`src/rtl/cpu_pkg.sv`:
```
// Shared CPU pipeline types: MA->WB payload, control flags, writeback constants.
// Latency: n/a (types and constants only).
// Backpressure: n/a.
package cpu_pkg;

    localparam int CPU_XLEN   = 32;
    localparam int RA_REG_IDX = 15;
    localparam int RD_MSB     = 25;
    localparam int RD_LSB     = 22;

    // Decoded control flags carried down the pipe with each instruction
    typedef struct packed {
        logic isLd;
        logic isSt;
        logic isBr;
        logic isWb;
        logic isCall;
        logic isHlt;
    } ctrl_t;

    // MA -> WB pipe register contents
    typedef struct packed {
        logic [CPU_XLEN-1:0] pc;
        logic [CPU_XLEN-1:0] instr;
        logic [CPU_XLEN-1:0] aluresult;
        logic [CPU_XLEN-1:0] ld_data;
        ctrl_t               ctrl;
    } Ma_Wb_t;

    typedef enum logic {
        WB_RUN    = 1'b0,
        WB_HALTED = 1'b1
    } wb_state_e;

endpackage

```
`src/rtl/wb_mux.sv`:
```
// Writeback selection: write enable, destination index and value from an MA->WB payload.
// Latency: purely combinational (0 cycles); shared with the hazard unit for forwarding.
// Backpressure: none; the caller decides when the outputs are meaningful.
module wb_mux
    import cpu_pkg::*;
#(
    parameter int DATA_WIDTH     = 32,
    parameter int REG_ADDR_WIDTH = 4,
    parameter int RA_REG         = RA_REG_IDX
) (
    input  Ma_Wb_t                    Payld_i,
    output logic                      We_o,
    output logic [REG_ADDR_WIDTH-1:0] Dest_o,
    output logic [DATA_WIDTH-1:0]     Value_o
);

    // Fields that play no part in writeback selection
    logic unused_payld;
    assign unused_payld = ^{Payld_i.instr[CPU_XLEN-1:RD_MSB+1],
                            Payld_i.instr[RD_LSB-1:0],
                            Payld_i.ctrl.isSt,
                            Payld_i.ctrl.isBr,
                            Payld_i.ctrl.isHlt};

    // Select enable, destination and value; load data wins over the call return address
    always_comb begin
        We_o    = Payld_i.ctrl.isWb;
        Dest_o  = REG_ADDR_WIDTH'(Payld_i.instr[RD_MSB:RD_LSB]);
        Value_o = DATA_WIDTH'(Payld_i.aluresult);
        if (Payld_i.ctrl.isCall) begin
            Dest_o = REG_ADDR_WIDTH'(RA_REG);
        end
        if (Payld_i.ctrl.isLd) begin
            Value_o = DATA_WIDTH'(Payld_i.ld_data);
        end else if (Payld_i.ctrl.isCall) begin
            // Return address wraps naturally at the data width
            Value_o = DATA_WIDTH'(Payld_i.pc) + DATA_WIDTH'(4);
        end
    end

endmodule

```
`src/rtl/wb_stage.sv`:
```
// Writeback stage: registered register-file write, retire pulse, sticky HALTED on hlt.
// Latency: accept at edge N -> Rf_W*_o / Retire_*_o valid in cycle N+1; 1 instr/cycle.
// Backpressure: Ma_Ready_o is high only in RUN; HALTED stalls MA until reset. Optional Instret_o with WB_INSTRET_EN.
module wb_stage
    import cpu_pkg::*;
#(
    parameter int DATA_WIDTH     = 32,
    parameter int REG_ADDR_WIDTH = 4,
    parameter int RA_REG         = RA_REG_IDX,
    parameter int INSTRET_WIDTH  = 64
) (
    input  logic                      Clk,
    input  logic                      Rst_n,
    input  Ma_Wb_t                    Ma_Payld_i,
    input  logic                      Ma_Valid_i,
    output logic                      Ma_Ready_o,
    output logic                      Rf_Wen_o,
    output logic [REG_ADDR_WIDTH-1:0] Rf_Waddr_o,
    output logic [DATA_WIDTH-1:0]     Rf_Wdata_o,
    output logic                      Retire_Valid_o,
    output logic [DATA_WIDTH-1:0]     Retire_Pc_o,
`ifdef WB_INSTRET_EN
    output logic [INSTRET_WIDTH-1:0]  Instret_o,
`endif
    output logic                      Halted_o
);

    wb_state_e                 state_q, state_d;
    logic                      rf_wen_q, rf_wen_d;
    logic [REG_ADDR_WIDTH-1:0] rf_waddr_q, rf_waddr_d;
    logic [DATA_WIDTH-1:0]     rf_wdata_q, rf_wdata_d;
    logic                      retire_vld_q, retire_vld_d;
    logic [DATA_WIDTH-1:0]     retire_pc_q, retire_pc_d;
`ifdef WB_INSTRET_EN
    logic [INSTRET_WIDTH-1:0]  instret_q, instret_d;
`else
    logic [INSTRET_WIDTH-1:0]  unused_instret_w;
    assign unused_instret_w = '0;
`endif

    logic                      accept;
    logic                      mux_we;
    logic [REG_ADDR_WIDTH-1:0] mux_dest;
    logic [DATA_WIDTH-1:0]     mux_value;

    wb_mux #(
        .DATA_WIDTH     (DATA_WIDTH),
        .REG_ADDR_WIDTH (REG_ADDR_WIDTH),
        .RA_REG         (RA_REG)
    ) u_wb_mux (
        .Payld_i (Ma_Payld_i),
        .We_o    (mux_we),
        .Dest_o  (mux_dest),
        .Value_o (mux_value)
    );

    assign Ma_Ready_o = (state_q == WB_RUN);
    assign accept     = Ma_Valid_i && Ma_Ready_o;

    // Next state: payload is only sampled on accept, so an idle or X payload never reaches the outputs
    always_comb begin
        state_d      = state_q;
        rf_wen_d     = 1'b0;
        rf_waddr_d   = rf_waddr_q;
        rf_wdata_d   = rf_wdata_q;
        retire_vld_d = 1'b0;
        retire_pc_d  = retire_pc_q;
`ifdef WB_INSTRET_EN
        instret_d    = instret_q;
`endif
        if (accept) begin
            rf_wen_d     = mux_we;
            rf_waddr_d   = mux_dest;
            rf_wdata_d   = mux_value;
            retire_vld_d = 1'b1;
            retire_pc_d  = DATA_WIDTH'(Ma_Payld_i.pc);
`ifdef WB_INSTRET_EN
            instret_d    = instret_q + INSTRET_WIDTH'(1);
`endif
            if (Ma_Payld_i.ctrl.isHlt) begin
                state_d = WB_HALTED;
            end
        end
    end

    // RUN/HALTED state and all registered outputs; reset drops any in-flight write at once
    always_ff @(posedge Clk or negedge Rst_n) begin
        if (!Rst_n) begin
            state_q      <= WB_RUN;
            rf_wen_q     <= 1'b0;
            rf_waddr_q   <= '0;
            rf_wdata_q   <= '0;
            retire_vld_q <= 1'b0;
            retire_pc_q  <= '0;
`ifdef WB_INSTRET_EN
            instret_q    <= '0;
`endif
        end else begin
            state_q      <= state_d;
            rf_wen_q     <= rf_wen_d;
            rf_waddr_q   <= rf_waddr_d;
            rf_wdata_q   <= rf_wdata_d;
            retire_vld_q <= retire_vld_d;
            retire_pc_q  <= retire_pc_d;
`ifdef WB_INSTRET_EN
            instret_q    <= instret_d;
`endif
        end
    end

    assign Rf_Wen_o       = rf_wen_q;
    assign Rf_Waddr_o     = rf_waddr_q;
    assign Rf_Wdata_o     = rf_wdata_q;
    assign Retire_Valid_o = retire_vld_q;
    assign Retire_Pc_o    = retire_pc_q;
    assign Halted_o       = (state_q == WB_HALTED);
`ifdef WB_INSTRET_EN
    assign Instret_o      = instret_q;
`endif

endmodule

```
`config.mk`:
```
export PLATFORM = sky130hd
export DESIGN_NAME = wb_stage
export DESIGN_NICKNAME = d
export VERILOG_FILES = /design/src/rtl/cpu_pkg.sv /design/src/rtl/wb_mux.sv /design/src/rtl/wb_stage.sv
export SDC_FILE = /design/constraint.sdc
export NUM_CORES = 1
export LEC_CHECK = 0
export BUFFER_PORTS_ARGS = -buffer_cell sky130_fd_sc_hd__clkbuf_2
export CAP_MARGIN = 15
export CORE_UTILIZATION = 50
export DETAILED_ROUTE_END_ITERATION = 7
export PLACE_DENSITY_LB_ADDON = 0.3
export SYNTH_ARGS = -nofsm -noshare
export SYNTH_HDL_FRONTEND = slang
export SYNTH_HIERARCHICAL = 1
export SYNTH_SLANG_ARGS = --single-unit
```
`constraint.sdc`:
```
create_clock -name Clk -period 1.95 [get_ports Clk]
set_input_delay 0 -clock Clk [delete_from_list [all_inputs] [get_ports Clk]]
set_output_delay 0 -clock Clk [all_outputs]
set_load 0.005 [all_outputs]
```
Yosys cells after proc, flatten, opt, wreduce, memory -nomap -nowiden
Cells that the tools add are included.
{ "op_classes": {"addsub": 1, "mux": 5, "n_bitwise": 1, "n_reduce_logical": 2} }
{ "ops": {"columns": ["cell", "count"], "rows": [
  ["$mux W32", 2],
  ["$add A32 B3 Y32 const B", 1],
  ["$mux W4", 1],
  ["$mux W1", 2],
  ["$reduce_and A2 Y1", 1],
  ["$logic_and A1 B1 Y1", 1],
  ["$not A1 Y1", 1]
]} }
{ "word_totals": {"ff_bits": 71, "inputBits": 137, "out_inout_bits": 72, "elab_cells": 15} }

Longest topological paths before layout
Gate-level depths: netlist (run 1).
{ "logic_depth": {"word_depth": 3, "depth_mapped": 8, "depth_no_buf": 7} }

By module
The synthesis (run 1) kept the hierarchy.
{ "by_module_without_submodules": {"columns": ["mod", "instances", "cells_each", "area_each_um2", "seq_area_each_um2"], "rows": [
  ["wb_stage", 1, 152, 2989.1, 1776.7],
  ["wb_mux", 1, 182, 1148.6, 0.0]
]} }

Worst setup path before layout (run 1)
OpenSTA, ideal clock, no wires.
{ "synth_timing": {"kind": "input to register", "from": "in Ma_Payld_i[104] (netlist name)", "to": "reg rf_wdata_q[20], in the netlist Rf_Wdata_o[20]", "setup_ps": 125, "arrival_ps": 1490, "required_time_ps": 1825, "slack_ps": 335, "cell_stages": 7, "n_path_buf": 0, "cell_sequence": "ha_1 > nand4_2 > nor3_2 > a31o_2 > a311oi_1 > a21o_1 > mux2_4"} }
{ "synth_between": {"elab_chain_len": 3} }
{ "synth_lines": {"columns": ["item", "line_no", "source"], "rows": [
  ["from (decl)", "wb_stage.sv:14", "input Ma_Wb_t Ma_Payld_i,"],
  ["$add A32 B3 Y32", "wb_mux.sv:37", "Value_o = DATA_WIDTH'(Payld_i.pc) + DATA_WIDTH'(4);"],
  ["$mux W32", "wb_mux.sv:35", "end else if (Payld_i.ctrl.isCall) begin"],
  ["$mux W32", "wb_mux.sv:33", "if (Payld_i.ctrl.isLd) begin"],
  ["net mux_value[20]", "wb_stage.sv:44", "logic [DATA_WIDTH-1:0] mux_value;"],
  ["to (signal assigned)", "wb_stage.sv:102", "rf_wdata_q <= rf_wdata_d;"],
  ["to (decl)", "wb_stage.sv:31", "logic [DATA_WIDTH-1:0] rf_wdata_q, rf_wdata_d;"]
]} }
The timed path passes the listed nets, and every way through them passes these cells.
A chain may end at the register's enable or synchronous reset.

Worst setup path after layout (run 1)
{ "layout_timing": {"from": "in Ma_Payld_i[107] (netlist name)", "to": "reg rf_wdata_q[27], in the netlist Rf_Wdata_o[27]"} }
Same word-level chain as after synthesis.

==> run_results.csv, run 1 <==
group,metric,value,unit
run_status,status,"finished, final reports clean",
timing,final-setup-viol-count,0,
route,viasPerCell,5.266,
timing,rsz0062_at_grt,"no",
route,dr_wl_met3,645,microns
global_route,first_global_vias,3591,
final_layout,drive_gt1_frac,0.5009,
route,ant_nets,0,
global_route,grt_pass1_wl,17830,microns
global_route,grt_overflow,0,
timing,fmax,544.1,MHz
clock_network,h-tree-depth,3,
floorplanning,core_area,7848,sq um
floorplanning,dieArea,8643,sq um
final_layout,fin_nets,696,
critical_path,cp_max_fo,10,
critical_path,worst_setup_path_end_kind,"register",
yosys,syn_nets,472,
route,routed-wl-met2,5585,microns
critical_path,critPathKind,"in -> reg",
clock_network,clock_latency,0.34,ns
yosys,synth_flop_cell,"dfrtp_1",
critical_path,required,2.18,ns
yosys,syn_area,4138,sq um
worst_hold_path,min_path_type,"in -> reg",
yosys,ys_ff_latch,71,
placed_design,gp_congestion,0.8273,
timing,finClkSkew,0.006342,ns
yosys,syn_area_per_cell,12.39,sq um
route,wl_per_cell,17.04,microns
final_layout,nFillCells,558,
final_layout,area_delta_synth_final,38.55,%
timing,hold-worst-slack,0.01377,ns
yosys,async_flop_share,1.000,
floorplanning,rows,32,
timing,fin_crit_sh,0.9425,
critical_path,cp-start-kind,"primary input",
critical_path,cpMaxStageDelayCell,"dlygate4sd3_1",
critical_path,cp_num_buf_inv,4,
yosys,synth_cell_types,37,
critical_path,max_stage_delay,0.55,ns
route,vias,3507,
power_and_ir_drop,p_leak,2.875,nW
timing,relSlewSlack,0.4090,
timing,slew_violations,0,
global_route,grt_max_degree,72,
floorplanning,initial_utilization,0.5273,
critical_path,path_delay_family,"buffers and inverters",
route,maxUsedRoutingLayer,"met4",
clock_network,numCtsBuffers,9,
yosys,yosysWarnings,6,
clock_network,cts_tree,"built",
floorplanning,die_h,92.97,microns
route,met1_length,4928,microns
floorplanning,ios,209,
critical_path,path_cells,"dlygate4sd3_1 > clkbuf_2 > nand4_1 > buf_4 > nor4_4 > buf_6 > nand4_1 > xor2_1 > o21ai_0 > mux2_4",
timing,min_period,1.838,ns
yosys,yosysMostFrequentCell,"dfrtp_1",
timing,tightest_slew,0.8865,ns
job,cap_violations,0,
route,first_pass_iters,5,
yosys,yosys.area.top_type,"dfrtp_1",
yosys,syn_inst,334,
critical_path,crit_top_cell,"nand4_1",
clock_network,clk_path_buf_depth,2,
placed_design,hpwl,7415,microns
placed_design,port_buffers,178,
floorplanning,die_x,92.97,microns
power_and_ir_drop,ir_drop,0.0004101,V
final_layout,finish.utilization,0.7305,
yosys,synthTopCellsByArea,"dfrtp_1 (43%), mux2_4 (25%), xor2_1 (4.4%)",
final_layout,final-seq-area,1777,sq um
global_route,gr-usage-all-layers,0.2676,
clock_network,ctsRootBufferMaster,"clkbuf_8",
power_and_ir_drop,power_density,623.8,nW/um^2
clock_network,clk_pin_slew_worst_paths,0.08,ns
route,drt-initial-drc-count,136,
critical_path,cp.arrival,2.07,ns
timing,finalHoldViolations,0,
yosys,yosysTopAreaCellShare,0.4294,
yosys,synth-edff-count,0,
yosys,synth_top_cells_by_count,"dfrtp_1 (71), mux2_4 (68), o21ai_0 (33), nand2_1 (21), xor2_1 (21)",
global_route,antenna_found_initial,0,
clock_network,cts.sinks,71,
yosys,yosysSeqAreaShare,0.4294,
final_layout,multi_input_comb_area,2125,sq um
timing,finalSetupTns,0,ns
route,drc,0,
route,routed_wirelength,11350,microns
-- placed cells by master (no fill, tap or decap), types with 4 or more instances in the layout --
cell type and count:
a22oi_1 18, and3_1 4, buf_4 7, clkbuf_2 177, clkbuf_8 10, dfrtp_1 71, dlygate4sd3_1 47, inv_1 5
mux2_4 68, mux2i_1 8, nand2_1 21, nand3_1 15, nand4_1 8, nor2_1 10, o21ai_0 33, or2_2 4
xnor2_1 5, xor2_1 21
-- cell families after synthesis --
kind of cell	share of synthesized area
flip-flops	0.4294
adder cells (fa/ha/maj)	0.003023
AND/OR/NAND/NOR	0.1028
buffers and inverters	0.05745
multiplexers	0.2661
AO/OA/AOI/OAI	0.08618
XOR/XNOR	0.05504
-- worst reg2reg max path: stages (launching register included) --
cell and delay (ns):
dfrtp_1 0.43, nor2b_4 0.19, buf_12 0.29, mux2_4 0.37
-- per-layer routing --
metal / vias up / global-route usage
met5: - / 0
met4: 0 / 0.1026
met3: 20 / 0.04878
met2: 148 / 0.4491
met1: 1685 / 0.3430
li1: 1654 / -
-- flip-flops by register name, summed over array words and instances, names as in the netlist --
| signal | count |
|---|---|
| Retire_Pc_o | 32 |
| Rf_Wen_o | 1 |
| Rf_Waddr_o | 4 |
| Rf_Wdata_o | 32 |
| Retire_Valid_o | 1 |
| Halted_o | 1 |
-- where the power goes --
part           switching (mW)  leakage (nW)  internal, mW
Combinational           0.284          1.85         0.372
Sequential             0.0526         0.915          1.56
Clock                   0.556         0.110         0.756
Total                   0.893          2.87          2.68
-- through the flow --
stage               power (mW)  std cells  setup WS (ns)  instance area (sq um)
detailed placement       2.205        601         0.1033                   5025
global placement         2.188        601         0.1742                   5025
floorplan                1.894        334         0.3346                   4138
finish                   3.576        666         0.1121                   5733
global route             3.740        665        0.02501                   5731
CTS                      3.601        664        0.03646                   5718
-- final cells by class --
| cell class | instances | share of cell area |
|---|---|---|
| clock buffer | 11 | 0.02466 |
| sequential | 71 | 0.3099 |
| antenna | 1 | 0.0004365 |
| inverter | 5 | 0.003274 |
| clock inverter | 5 | 0.01419 |
| tap | 102 | 0.02226 |
| timing repair buffer | 234 | 0.2547 |
| multi-input combinational | 237 | 0.3706 |
-- repair_timing --
action,in CTS,in global routing
setup buffers,0,1
hold buffers,47,0
resized for setup,0,2
endpoints found under the setup margin,0,12
endpoints found under the hold margin,116,0
-- path summary, 6_finish.rpt --
kind	cells after the start	to	slack, ns	startpoint
worst max register to register	3	Rf_Wdata_o[22]	0.55	Halted_o
min in group asynchronous	2	Retire_Pc_o[2]	0.32	Rst_n
worst min-delay path	4	Rf_Wdata_o[1]	0.01	Ma_Payld_i[7]
worst min register to register	1	Retire_Pc_o[8]	0.52	Retire_Pc_o[8]
worst max-delay path	10	Rf_Wdata_o[27]	0.11	Ma_Payld_i[107]
max in group asynchronous	2	Retire_Pc_o[16]	1.05	Rst_n
(Power assumes the default switching activity.)
==> inputs of run 2 (changes only) <==
--- a/config.mk
+++ b/config.mk
@@ -7,6 +7,7 @@
 export LEC_CHECK = 0
 export BUFFER_PORTS_ARGS = -buffer_cell sky130_fd_sc_hd__clkbuf_2
 export CAP_MARGIN = 15
+export CORE_ASPECT_RATIO = 1.5
 export CORE_UTILIZATION = 50
 export DETAILED_ROUTE_END_ITERATION = 7
 export PLACE_DENSITY_LB_ADDON = 0.3
==> run_results.csv, run 2 (synthesis results as in run 1) <==
group,metric,value,unit
global_route,grt_max_degree,72,
floorplanning,die_h,113.4,microns
timing,hold-worst-slack,0.01028,ns
route,viasPerCell,5.262,
route,vias,3415,
clock_network,cts_tree,"built",
power_and_ir_drop,power_density,664.1,nW/um^2
critical_path,cp-start-kind,"primary input",
timing,finalSetupTns,0,ns
critical_path,critPathKind,"in -> reg",
clock_network,h-tree-depth,3,
global_route,gr-usage-all-layers,0.2559,
clock_network,clk_pin_slew_worst_paths,0.05,ns
floorplanning,core_area,8008,sq um
critical_path,path_delay_family,"buffers and inverters",
timing,finalHoldViolations,0,
timing,slew_violations,0,
placed_design,place_ws,0.1869,ns
critical_path,cp_max_fo,10,
timing,finClkSkew,0.006328,ns
floorplanning,rows,40,
clock_network,clk_path_buf_depth,2,
final_layout,fin_nets,680,
critical_path,crit_top_cell,"nand4_1",
route,drt-initial-drc-count,106,
floorplanning,initial_utilization,0.5167,
run_status,status,"finished, final reports clean",
timing,fin_ws,0.1025,ns
route,routed_wirelength,10890,microns
critical_path,cp.arrival,2.06,ns
critical_path,cpMaxStageDelayCell,"dlygate4sd3_1",
global_route,grt_overflow,0,
floorplanning,dieArea,8651,sq um
final_layout,stdcell_count,649,
job,cap_violations,0,
clock_network,numCtsBuffers,9,
final_layout,finish.utilization,0.7041,
timing,tightest_slew,0.9156,ns
placed_design,gp_congestion,0.7552,
timing,fin_crit_sh,0.9474,
route,drc,0,
timing,min_period,1.847,ns
floorplanning,ios,209,
final_layout,diodes,0,
timing,final-setup-viol-count,0,
final_layout,postLayoutCellArea,5638,sq um
global_route,grt_pass1_wl,17090,microns
critical_path,cp_num_buf_inv,3,
power_and_ir_drop,ir_drop,0.0004781,V
critical_path,max_stage_delay,0.54,ns
final_layout,area_delta_synth_final,36.26,%
clock_network,ctsRootBufferMaster,"clkbuf_16",
route,ant_nets,0,
placed_design,postPlaceCellArea,5009,sq um
route,first_pass_iters,4,
placed_design,port_buffers,178,
final_layout,layout_commonest_cell,"clkbuf_2",
final_layout,final_cell_mix,"clkbuf_2 (177), dfrtp_1 (71), mux2_4 (68)",
placed_design,place_inst,603,
critical_path,path_cells,"dlygate4sd3_1 > clkbuf_2 > nand4_1 > nor4_4 > buf_6 > nand4_1 > xor2_1 > o21ai_0 > mux2_4",
critical_path,required,2.16,ns
worst_hold_path,min_path_type,"in -> reg",
clock_network,clock_latency,0.33,ns
timing,fmax,541.3,MHz
timing,relSlewSlack,0.3896,
power_and_ir_drop,fin_total_pwr,3.744,mW
power_and_ir_drop,p_leak,2.827,nW
final_layout,drive_gt1_frac,0.5147,
clock_network,cts.sinks,71,
placed_design,hpwl,7310,microns
floorplanning,die_x,76.28,microns
route,wl_per_cell,16.77,microns
global_route,antenna_found_initial,0,
global_route,first_global_vias,3411,
critical_path,worst_setup_path_end_kind,"register",
run 2: cell count changes in the layout (fill, tap and decap cells not counted), moves of 2 or more:
cell           delta
bufinv_16         -2
dlygate4sd3_1    -15
clkbuf_8          -7
clkbuf_16         +9
run 2: tightest hold or removal path, stage by stage:
cell and delay (ns):
clkbuf_2 0.08, a21o_1 0.10, mux2_4 0.13
run 2: worst paths after layout:
check                                start              to  slack (ns)  cells past startpoint
max                        Ma_Payld_i[105]  Rf_Wdata_o[23]        0.10                      9
min                         Ma_Payld_i[26]  Rf_Wdata_o[20]        0.01                      3
max reg2reg                       Halted_o  Rf_Wdata_o[10]        0.41                      3
min reg2reg                 Rf_Wdata_o[25]  Rf_Wdata_o[25]        0.51                      1
max in group asynchronous            Rst_n  Rf_Wdata_o[16]        1.00                      2
min in group asynchronous            Rst_n   Rf_Waddr_o[1]        0.36                      2
run 2: final cells by class:
class,count,area [sq um]
Clock buffer,12,266.5
Tap cell,105,131.4
Inverter,5,18.77
Multi-Input combinational cell,237,2146
Fill cell,619,2370
Clock inverter,1,5.005
Sequential cell,71,1777
Timing Repair Buffer,218,1294
run 2: power by group:
part	total, mW	internal (mW)	switching (mW)	leakage (nW)
clock	1.50	0.940	0.563	0.136
combinational	0.631	0.353	0.278	1.77
sequential	1.61	1.56	0.0506	0.915
total	3.74	2.85	0.892	2.83
run 2: timing repair:
item,4_1_cts,5_1_grt
buffers inserted,0,1
resized for setup,0,6
hold endpoints to repair,101,0
hold buffers,32,0
endpoints found under the setup margin,0,15
run 2: metal layers:
metal / track usage / part of all wire / vias to the layer above
li1: - / - / 1608
met1: 0.3076 / 0.40 / 1659
met2: 0.4529 / 0.52 / 128
met3: 0.03200 / 0.048 / 20
met4: 0.1231 / 0.024 / 0
met5: 0 / 0 / -
